File: src/rtl/bus_pkg.sv
// Shared types and constants for the fx68k bus-cycle controller and its address decoder.
package bus_pkg;

    localparam int unsigned WAIT_W = 4;
    localparam int unsigned TMO_W  = 8;
    localparam int unsigned CS_W   = 5;

    localparam int unsigned CS_ROM  = 0;
    localparam int unsigned CS_RAM  = 1;
    localparam int unsigned CS_CHAR = 2;
    localparam int unsigned CS_ACIA = 3;
    localparam int unsigned CS_LED  = 4;

    typedef enum logic [2:0] {
        RegionRom,
        RegionRam,
        RegionChar,
        RegionAcia,
        RegionLed,
        RegionNone
    } region_e;

    typedef enum logic [2:0] {
        StIdle,
        StWait,
        StAck,
        StVpa,
        StTmo,
        StBerr
    } state_e;

    function automatic logic [CS_W-1:0] region_cs(region_e r);
        logic [CS_W-1:0] sel;
        sel = '0;
        case (r)
            RegionRom:  sel[CS_ROM]  = 1'b1;
            RegionRam:  sel[CS_RAM]  = 1'b1;
            RegionChar: sel[CS_CHAR] = 1'b1;
            RegionAcia: sel[CS_ACIA] = 1'b1;
            RegionLed:  sel[CS_LED]  = 1'b1;
            default:    sel = '0;
        endcase
        return sel;
    endfunction

endpackage

File: src/rtl/bus_decode.sv
// Combinational region decode of CPU address bits [15:12]; shared with the top-level data mux.
module bus_decode
    import bus_pkg::*;
(
    input  logic [3:0] addr_hi,
    output region_e    region
);

    always_comb begin
        region = RegionNone;
        unique case (addr_hi)
            4'h0:    region = RegionRom;
            4'h1:    region = RegionRam;
            4'h2:    region = RegionChar;
            4'h3:    region = RegionAcia;
            4'h4:    region = RegionLed;
            default: region = RegionNone;
        endcase
    end

endmodule

File: src/rtl/bus_ctrl.sv
// fx68k bus-cycle controller: registered chip selects, per-region wait states, DTACK/VPA/BERR.
// Define BUS_TIMEOUT_EN to enable the bus-error timeout on unmapped accesses.
module bus_ctrl
    import bus_pkg::*;
#(
    parameter int unsigned ROM_WAIT  = 1,
    parameter int unsigned RAM_WAIT  = 1,
    parameter int unsigned CHAR_WAIT = 1,
    parameter int unsigned LED_WAIT  = 0,
    parameter int unsigned TIMEOUT   = 200
) (
    input  logic            clk,
    input  logic            reset,
    input  logic            as_n,
    input  logic            rw,
    input  logic            uds_n,
    input  logic            lds_n,
    input  logic [23:1]     addr,
    output logic [CS_W-1:0] cs,
    output logic [1:0]      we,
    output logic            dtack_n,
    output logic            vpa_n,
    output logic            berr_n
);

    localparam logic [WAIT_W-1:0] ROM_CNT  = WAIT_W'(ROM_WAIT);
    localparam logic [WAIT_W-1:0] RAM_CNT  = WAIT_W'(RAM_WAIT);
    localparam logic [WAIT_W-1:0] CHAR_CNT = WAIT_W'(CHAR_WAIT);
    localparam logic [WAIT_W-1:0] LED_CNT  = WAIT_W'(LED_WAIT);
`ifdef BUS_TIMEOUT_EN
    localparam logic [TMO_W-1:0]  UNMAPPED_CNT = TMO_W'(TIMEOUT);
`else
    // Without the timeout path an unmapped access acks like a zero-wait region.
    localparam logic [TMO_W-1:0]  UNMAPPED_CNT = TMO_W'(TIMEOUT * 0);
`endif

    region_e          region;
    state_e           state_q, state_d;
    logic [TMO_W-1:0] cnt_q, cnt_d;
    logic [CS_W-1:0]  cs_q, cs_d;
    logic [1:0]       we_q, we_d;
    logic             dtack_n_q, dtack_n_d;
    logic             vpa_n_q, vpa_n_d;
    logic             berr_n_q, berr_n_d;
    logic             unused_addr;

    assign unused_addr = ^{addr[23:16], addr[11:1]};

    bus_decode u_decode (
        .addr_hi (addr[15:12]),
        .region  (region)
    );

    always_ff @(posedge clk or posedge reset) begin
        if (reset) begin
            state_q <= StIdle;
            cnt_q   <= '0;
        end else begin
            state_q <= state_d;
            cnt_q   <= cnt_d;
        end
    end

    always_comb begin
        state_d = state_q;
        cnt_d   = cnt_q;
        unique case (state_q)
            StIdle: begin
                if (!as_n) begin
                    unique case (region)
                        RegionRom:  begin state_d = StWait; cnt_d = TMO_W'(ROM_CNT);  end
                        RegionRam:  begin state_d = StWait; cnt_d = TMO_W'(RAM_CNT);  end
                        RegionChar: begin state_d = StWait; cnt_d = TMO_W'(CHAR_CNT); end
                        RegionLed:  begin state_d = StWait; cnt_d = TMO_W'(LED_CNT);  end
                        RegionAcia: state_d = StVpa;
`ifdef BUS_TIMEOUT_EN
                        RegionNone: begin state_d = StTmo;  cnt_d = UNMAPPED_CNT; end
`else
                        RegionNone: begin state_d = StWait; cnt_d = UNMAPPED_CNT; end
`endif
                        default:    state_d = StIdle;
                    endcase
                end
            end
            StWait: begin
                if (as_n) begin
                    state_d = StIdle;
                end else if (cnt_q == '0) begin
                    state_d = StAck;
                end else begin
                    cnt_d = cnt_q - TMO_W'(1);
                end
            end
`ifdef BUS_TIMEOUT_EN
            StTmo: begin
                if (as_n) begin
                    state_d = StIdle;
                end else if (cnt_q == '0) begin
                    state_d = StBerr;
                end else begin
                    cnt_d = cnt_q - TMO_W'(1);
                end
            end
            StBerr: if (as_n) state_d = StIdle;
`endif
            StAck:   if (as_n) state_d = StIdle;
            StVpa:   if (as_n) state_d = StIdle;
            default: state_d = StIdle;
        endcase
    end

    always_comb begin
        cs_d = cs_q;
        we_d = '0;
        if (state_d == StIdle) begin
            cs_d = '0;
        end else if (state_q == StIdle) begin
            cs_d = region_cs(region);
        end
        // cs_q is zero only for unmapped cycles, whose writes are dropped.
        if (state_d == StAck && state_q != StAck && !rw && (cs_q != '0)) begin
            we_d = {!uds_n, !lds_n};
        end
        dtack_n_d = (state_d != StAck);
        // VPA trails the select by one cycle, so it needs a full cycle spent in StVpa.
        vpa_n_d   = !(state_q == StVpa && state_d == StVpa);
        berr_n_d  = (state_d != StBerr);
    end

    always_ff @(posedge clk or posedge reset) begin
        if (reset) begin
            cs_q      <= '0;
            we_q      <= '0;
            dtack_n_q <= 1'b1;
            vpa_n_q   <= 1'b1;
            berr_n_q  <= 1'b1;
        end else begin
            cs_q      <= cs_d;
            we_q      <= we_d;
            dtack_n_q <= dtack_n_d;
            vpa_n_q   <= vpa_n_d;
            berr_n_q  <= berr_n_d;
        end
    end

    assign cs      = cs_q;
    assign we      = we_q;
    assign dtack_n = dtack_n_q;
    assign vpa_n   = vpa_n_q;
    assign berr_n  = berr_n_q;

endmodule

File: config.mk
export PLATFORM = sky130hd
export DESIGN_NAME = bus_ctrl
export DESIGN_NICKNAME = d
export VERILOG_FILES = /design/src/rtl/bus_pkg.sv /design/src/rtl/bus_decode.sv /design/src/rtl/bus_ctrl.sv
export SDC_FILE = /design/constraint.sdc
export NUM_CORES = 1
export LEC_CHECK = 0
export ABC_AREA = 1
export BUFFER_PORTS_ARGS = -buffer_cell sky130_fd_sc_hd__buf_2
export CAP_MARGIN = 20
export CORE_MARGIN = 5
export CORE_UTILIZATION = 50
export CTS_BUF_LIST = sky130_fd_sc_hd__clkbuf_2
export DETAILED_ROUTE_END_ITERATION = 10
export PLACE_DENSITY = 0.79
export REMOVE_ABC_BUFFERS = 1
export SYNTH_ARGS = -nofsm -noshare
export SYNTH_HDL_FRONTEND = slang
export SYNTH_HIERARCHICAL = 1
export SYNTH_SLANG_ARGS = --single-unit
File: constraint.sdc
create_clock -name clk -period 1.75 [get_ports clk]
set_input_delay 0.175 -clock clk [delete_from_list [all_inputs] [get_ports clk]]
set_output_delay 0.175 -clock clk [all_outputs]
set_load 0.01 [all_outputs]
==> impl_metrics.toml, run 1 <==
[final_layout]
n_fill_cell = 203
stdcell_count = 208
areaGrowthSynthToFinish_pct = 17.5
design_area_um2 = 1370
antennaDiodeCount = 0
fin_nets = 211
fin_util_pct = 62.0
drive_gt1_share_pct = 25.6

[synth]
syn_area_um2 = 1170
synthTopCellsByArea = "dfrtp_1, nand2_1, nor2_1"
synth_top_family_by_area = "simple AND/OR/NAND/NOR gates"
synthMuxAreaShare_pct = 0
synth_xor_area_share_pct = 2.25
synth_adder_area_share_pct = 1.07
ys_ff_latch = 21
synthSimpleGateAreaFrac_pct = 30.3
netlist_instances = 152
synth-seq-area-share_pct = 45.3
yosys_warnings = 6
syn_area_per_cell_um2 = 7.68
synth.largest_area_cell = "dfrtp_1"
synth.distinct_cells = 26
synth_top_area_share_pct = 38.6
synth_compound_area_share_pct = 13.3

[grt]
grt_pass1_vias = 912
grt_pass1_wl_um = 3810
grt_max_degree = 22
grt_usage_pct = 14.3
overflow = 0
antenna_found_initial = 0

[sta]
whs_ns = 0.0787
fmax_mhz = 639
finalHoldViolations = 0
period_minus_slack_ns = 1.57
worst_slack_ns = 0.184
rsz0062_at_grt = "false"
finalCritPeriodShare_pct = 89.5
skew_ns = 0.0135
setup_viol = 0
slew_violations = 0
fin_setup_tns_ns = 0

[clocking]
cts_max_level = 1
cts_tree = "done"
cts_resized = 0
postCtsHoldBufs = 3
cts.reportedPaths.clkPinSlew_ns = 0.21
clk_latency_ns = 0.33
cts_root_buf = "clkbuf_2"
cts_made_buffers = 3
post_cts_buffers = 0
clock_path_buffers = 2
clock_sinks = 21

[die]
io-pin-count = 39
rows = 17
start_util_pct = 52.8
die_h_um = 58.3
die-area_um2 = 3400
core_area_um2 = 2210
fp.dieW_um = 58.3

[worst_setup_path]
required_ns = 2.01
crit_path_end_kind = "flop"
r2r_start = "cnt_q[0]"
rr_worst_depth = 9
critPathLaunchType = "flop"
r2r_setup_slack_ns = 0.18
cp_max_fo = 8
crit_arrival_ns = 1.83
critPathKind = "reg -> reg"
r2r-end = "cnt_q[2]"

[detailed_routing]
wirelength_um = 2360
drt-vias-per-instance = 5.05
drc = 0
wl_per_cell_um = 11.3
num_vias = 1051
drt-initial-drc-count = 31
antenna_left = 0
drtPass1Iterations = 7

[pwr]
peakVddDrop_v = 0.000544
powerDensity_nw_per_um2 = 693
power_uw = 950
total_leakage_power_nw = 0.745

[job]
drv_cap = 0

[placed_design]
post-place-ws_ns = 0.230
dp_cells = 201
dpl_cell_area_um2 = 1320
finalWeightedCongestion = 0.840
place_hpwl_um = 1770
portBuffers = 19

[outcome]
outcome = "finished, final reports clean"

[worst_hold_path]
hold_depth = 3
hold_path.class = "in -> reg"
hold-path-endpoint = "vpa_n"
worstHoldStart = "as_n"
[how the worst max path moves through the flow]
stage	endpoint	slack (ns)	startpoint	cells after the start
CTS	cnt_q[2]	0.19	cnt_q[0]	9
detailed placement	cnt_q[3]	0.23	cnt_q[0]	9
floorplan	cnt_q[0]	0.26	cnt_q[0]	9
global route	cnt_q[0]	0.06	cnt_q[0]	9
finish	cnt_q[2]	0.18	cnt_q[0]	9
global placement	cnt_q[4]	0.26	cnt_q[0]	9
[routing by layer]
layer	vias up	part of all wire (%)	GRT usage, %
met5	-	0	0
met4	0	1.1	4.97
met3	4	4.5	2.63
met2	25	48	24.9
met1	488	47	17.5
li1	534	-	-
[cell usage in the layout, fill, tap and decap left out]
master,instances
inv_1,18
o21ai_1,1
buf_2,19
ha_1,1
nand3_1,6
o21ai_0,5
o21ai_2,5
a21boi_0,1
nand2_2,2
nor3_1,3
nand4_1,2
dfrtp_1,18
dlygate4sd3_1,3
nand2_4,1
dfstp_2,3
inv_2,1
o21bai_1,1
clkinv_2,1
clkbuf_2,3
nor2_2,4
a21oi_1,7
nor2_1,22
a22oi_1,3
nand2_1,38
buf_4,2
xor2_1,3
or2_2,2
nand3_2,1
buf_12,1
a21oi_2,1
conb_1,2
[power by group]
group          internal, mW  switching (mW)
clock                0.0518           0.153
combinational        0.0892           0.134
sequential            0.505          0.0183
total                 0.646           0.304
[Yosys cell counts, drive strengths merged]
library cell,n
dfrtp,18
o21ai,11
a21boi,1
nor2,26
nand3,7
inv,19
buf,1
o21bai,1
dfstp,3
conb,2
nor3,3
ha,1
xor2,3
a21oi,8
nand4,2
a22oi,3
or2,2
nand2,41
[state kept, by name (all words and copies together), names as in the netlist]
signal   cells
state_q      3
berr_n       1
vpa_n        1
dtack_n      1
cs           5
we           2
cnt_q        8
[worst max-delay path, stage by stage, from the launching register on]
cell	delay (ns)
dfrtp_1	0.43
inv_1	0.11
ha_1	0.20
nand2_1	0.09
nor2_1	0.14
nand2_1	0.11
nand2_2	0.17
buf_12	0.14
nand2_1	0.06
o21ai_2	0.06
[kinds of logic (layout without fill, tap and decap cells)]
family,count (synthesis),count (layout)
XOR/XNOR,3,3
AND/OR/NAND/NOR,81,81
AO/OA/AOI/OAI,24,24
other,2,2
adder cells (fa/ha/maj),1,1
flip-flops,21,21
buffers and inverters,20,48
[layout make-up]
cell class / instances / area (µm²) / share of cell area [%]
tap: 28 / 35.0 / 2.55
timing repair buffer: 25 / 160 / 11.7
inverter: 19 / 71.3 / 5.20
clock inverter: 1 / 5.00 / 0.365
sequential: 21 / 529 / 38.6
clock buffer: 3 / 15.0 / 1.09
multi-input combinational: 111 / 556 / 40.5
(Power assumes the default switching activity.)
==> inputs of run 2 (changes only) <==
--- a/config.mk
+++ b/config.mk
@@ -8,11 +8,11 @@
 export ABC_AREA = 1
 export BUFFER_PORTS_ARGS = -buffer_cell sky130_fd_sc_hd__buf_2
 export CAP_MARGIN = 20
-export CORE_MARGIN = 5
+export CORE_MARGIN = 8
 export CORE_UTILIZATION = 50
 export CTS_BUF_LIST = sky130_fd_sc_hd__clkbuf_2
 export DETAILED_ROUTE_END_ITERATION = 10
-export PLACE_DENSITY = 0.79
+export PLACE_DENSITY_LB_ADDON = 0.25
 export REMOVE_ABC_BUFFERS = 1
 export SYNTH_ARGS = -nofsm -noshare
 export SYNTH_HDL_FRONTEND = slang
==> constraint.sdc (replaced) <==
create_clock -name clk -period 1.8 [get_ports clk]
set_input_delay 0.18 -clock clk [delete_from_list [all_inputs] [get_ports clk]]
set_output_delay 0.18 -clock clk [all_outputs]
set_load 0.01 [all_outputs]
==> impl_metrics.toml, run 2 (synthesis results as in run 1) <==
[grt]
grt_max_degree = 22
grt_pass1_vias = 1014
overflow = 0
grt_pass1_wl_um = 4250
antenna_found_initial = 0
grt_usage_pct = 12.5

[final_layout]
largest_register_ffs = 8
top_register = "cnt_q"
drive_gt1_share_pct = 25.6
areaGrowthSynthToFinish_pct = 17.5
layout_common_cells = "nand2_1, nor2_1, buf_2, inv_1, dfrtp_1"
antennaDiodeCount = 0
layout_commonest_cell = "nand2_1"
n_fill_cell = 198
fin_nets = 211

[detailed_routing]
routed.top_layer = "met4"
drtPass1Iterations = 4
routed-wl-met3_um = 168
drt-initial-drc-count = 38
wl_per_cell_um = 11.3
drc = 0
wirelength_um = 2350
drt-vias-per-instance = 5.02
wl_met1_um = 1080
num_vias = 1045
met2_wirelength_um = 1050
antenna_left = 0

[clocking]
post_cts_buffers = 0
cts_root_buf = "clkbuf_2"
clock_sinks = 21
cts.reportedPaths.clkPinSlew_ns = 0.20
cts_tree = "done"
clk_latency_ns = 0.33
cts_made_buffers = 3
cts_max_level = 1
clock_path_buffers = 2

[pwr]
internal-power_uw = 628
power_uw = 924
total_leakage_power_nw = 0.745
p_comb_share_pct = 23.3
clockPowerShare_pct = 21.7
switching_power_uw = 296
peakVddDrop_v = 0.000464
power_frac_seq_pct = 55.0
powerDensity_nw_per_um2 = 674
p_sw_share_pct = 32.0

[placed_design]
post-place-ws_ns = 0.282
place_hpwl_um = 1800
portBuffers = 19
finalWeightedCongestion = 0.862

[sta]
fin_setup_tns_ns = 0
worst_slack_ns = 0.250
skew_ns = 0.00233
finalHoldViolations = 0
setup_viol = 0
rsz0062_at_grt = "false"
slew_violations = 0
finalCritPeriodShare_pct = 86.1
fmax_mhz = 645
period_minus_slack_ns = 1.55

[die]
die-area_um2 = 4140
fp.dieW_um = 64.3
rows = 17
io-pin-count = 39
die_h_um = 64.3
start_util_pct = 52.8
core_area_um2 = 2210

[worst_setup_path]
critPathLaunchType = "flop"
crit_path_end_kind = "flop"
cp_max_fo = 6
required_ns = 2.06
critPathKind = "reg -> reg"
cp-startpoint = "cnt_q[0]"
crit_arrival_ns = 1.81
r2r_start = "cnt_q[0]"

[outcome]
outcome = "finished, final reports clean"

[worst_hold_path]
worstHoldStart = "as_n"
hold_path.class = "in -> reg"

[job]
drv_cap = 0
## run 2: worst max-delay path, stage by stage (launching register included)
cell and delay (ns):
dfrtp_1 0.43, inv_1 0.12, ha_1 0.18, nand2_1 0.09, nor2_1 0.14, nand2_1 0.10, nand2_2 0.17, inv_1 0.11
nand2_1 0.07, nand2_1 0.05
## run 2: area by class of cell
type,instances,area (µm²),share of cell area (%)
multi-input combinational,111,556,40.5
sequential,21,529,38.6
tap,28,35.0,2.55
timing repair buffer,25,160,11.7
clock buffer,3,15.0,1.09
inverter,19,71.3,5.20
clock inverter,1,5.00,0.365
## run 2: timing repair
item                                   4_1_cts  5_1_grt
resized for setup                            0        0
hold buffers                                 3        0
endpoints found under the hold margin       20        0
## run 2: worst paths after layout
| check | to | slack (ns) | cells past startpoint |
|---|---|---|---|
| worst max-delay path | cnt_q[0] | 0.25 | 9 |
| worst min-delay path | vpa_n | 0.06 | 3 |
| worst max register to register | cnt_q[0] | 0.25 | 9 |
| worst min register to register | cnt_q[0] | 0.54 | 2 |
| max in group asynchronous | berr_n | 1.16 | 4 |
| min in group asynchronous | we[1] | 0.38 | 4 |
## run 2: power by group through the flow
stage | Clock [mW] | Sequential (mW) | Combinational (mW)
floorplan | 0 | 0.514 | 0.150
finish | 0.200 | 0.508 | 0.215
detailed placement | 0 | 0.516 | 0.208
global placement | 0 | 0.516 | 0.201
global route | 0.229 | 0.512 | 0.246
CTS | 0.205 | 0.508 | 0.217
## run 2: layer usage
layer	vias to the layer above	GRT usage, %
met4	0	7.36
met3	6	4.70
met5	-	0
met1	476	15.0
met2	28	18.8
li1	535	-
## run 2: stage by stage
step / hold slack (ns) / util, % / instance area (µm²) / std cells
after floorplan: 0.154 / - / 1160 / 151
after global placement: 0.218 / 59.7 / 1320 / 201
after detailed placement: 0.219 / 59.7 / 1320 / 201
after CTS: 0.0541 / 62.0 / 1370 / 208
after global routing: 0.0726 / 62.0 / 1370 / 208
final: 0.0571 / 62.0 / 1370 / 208
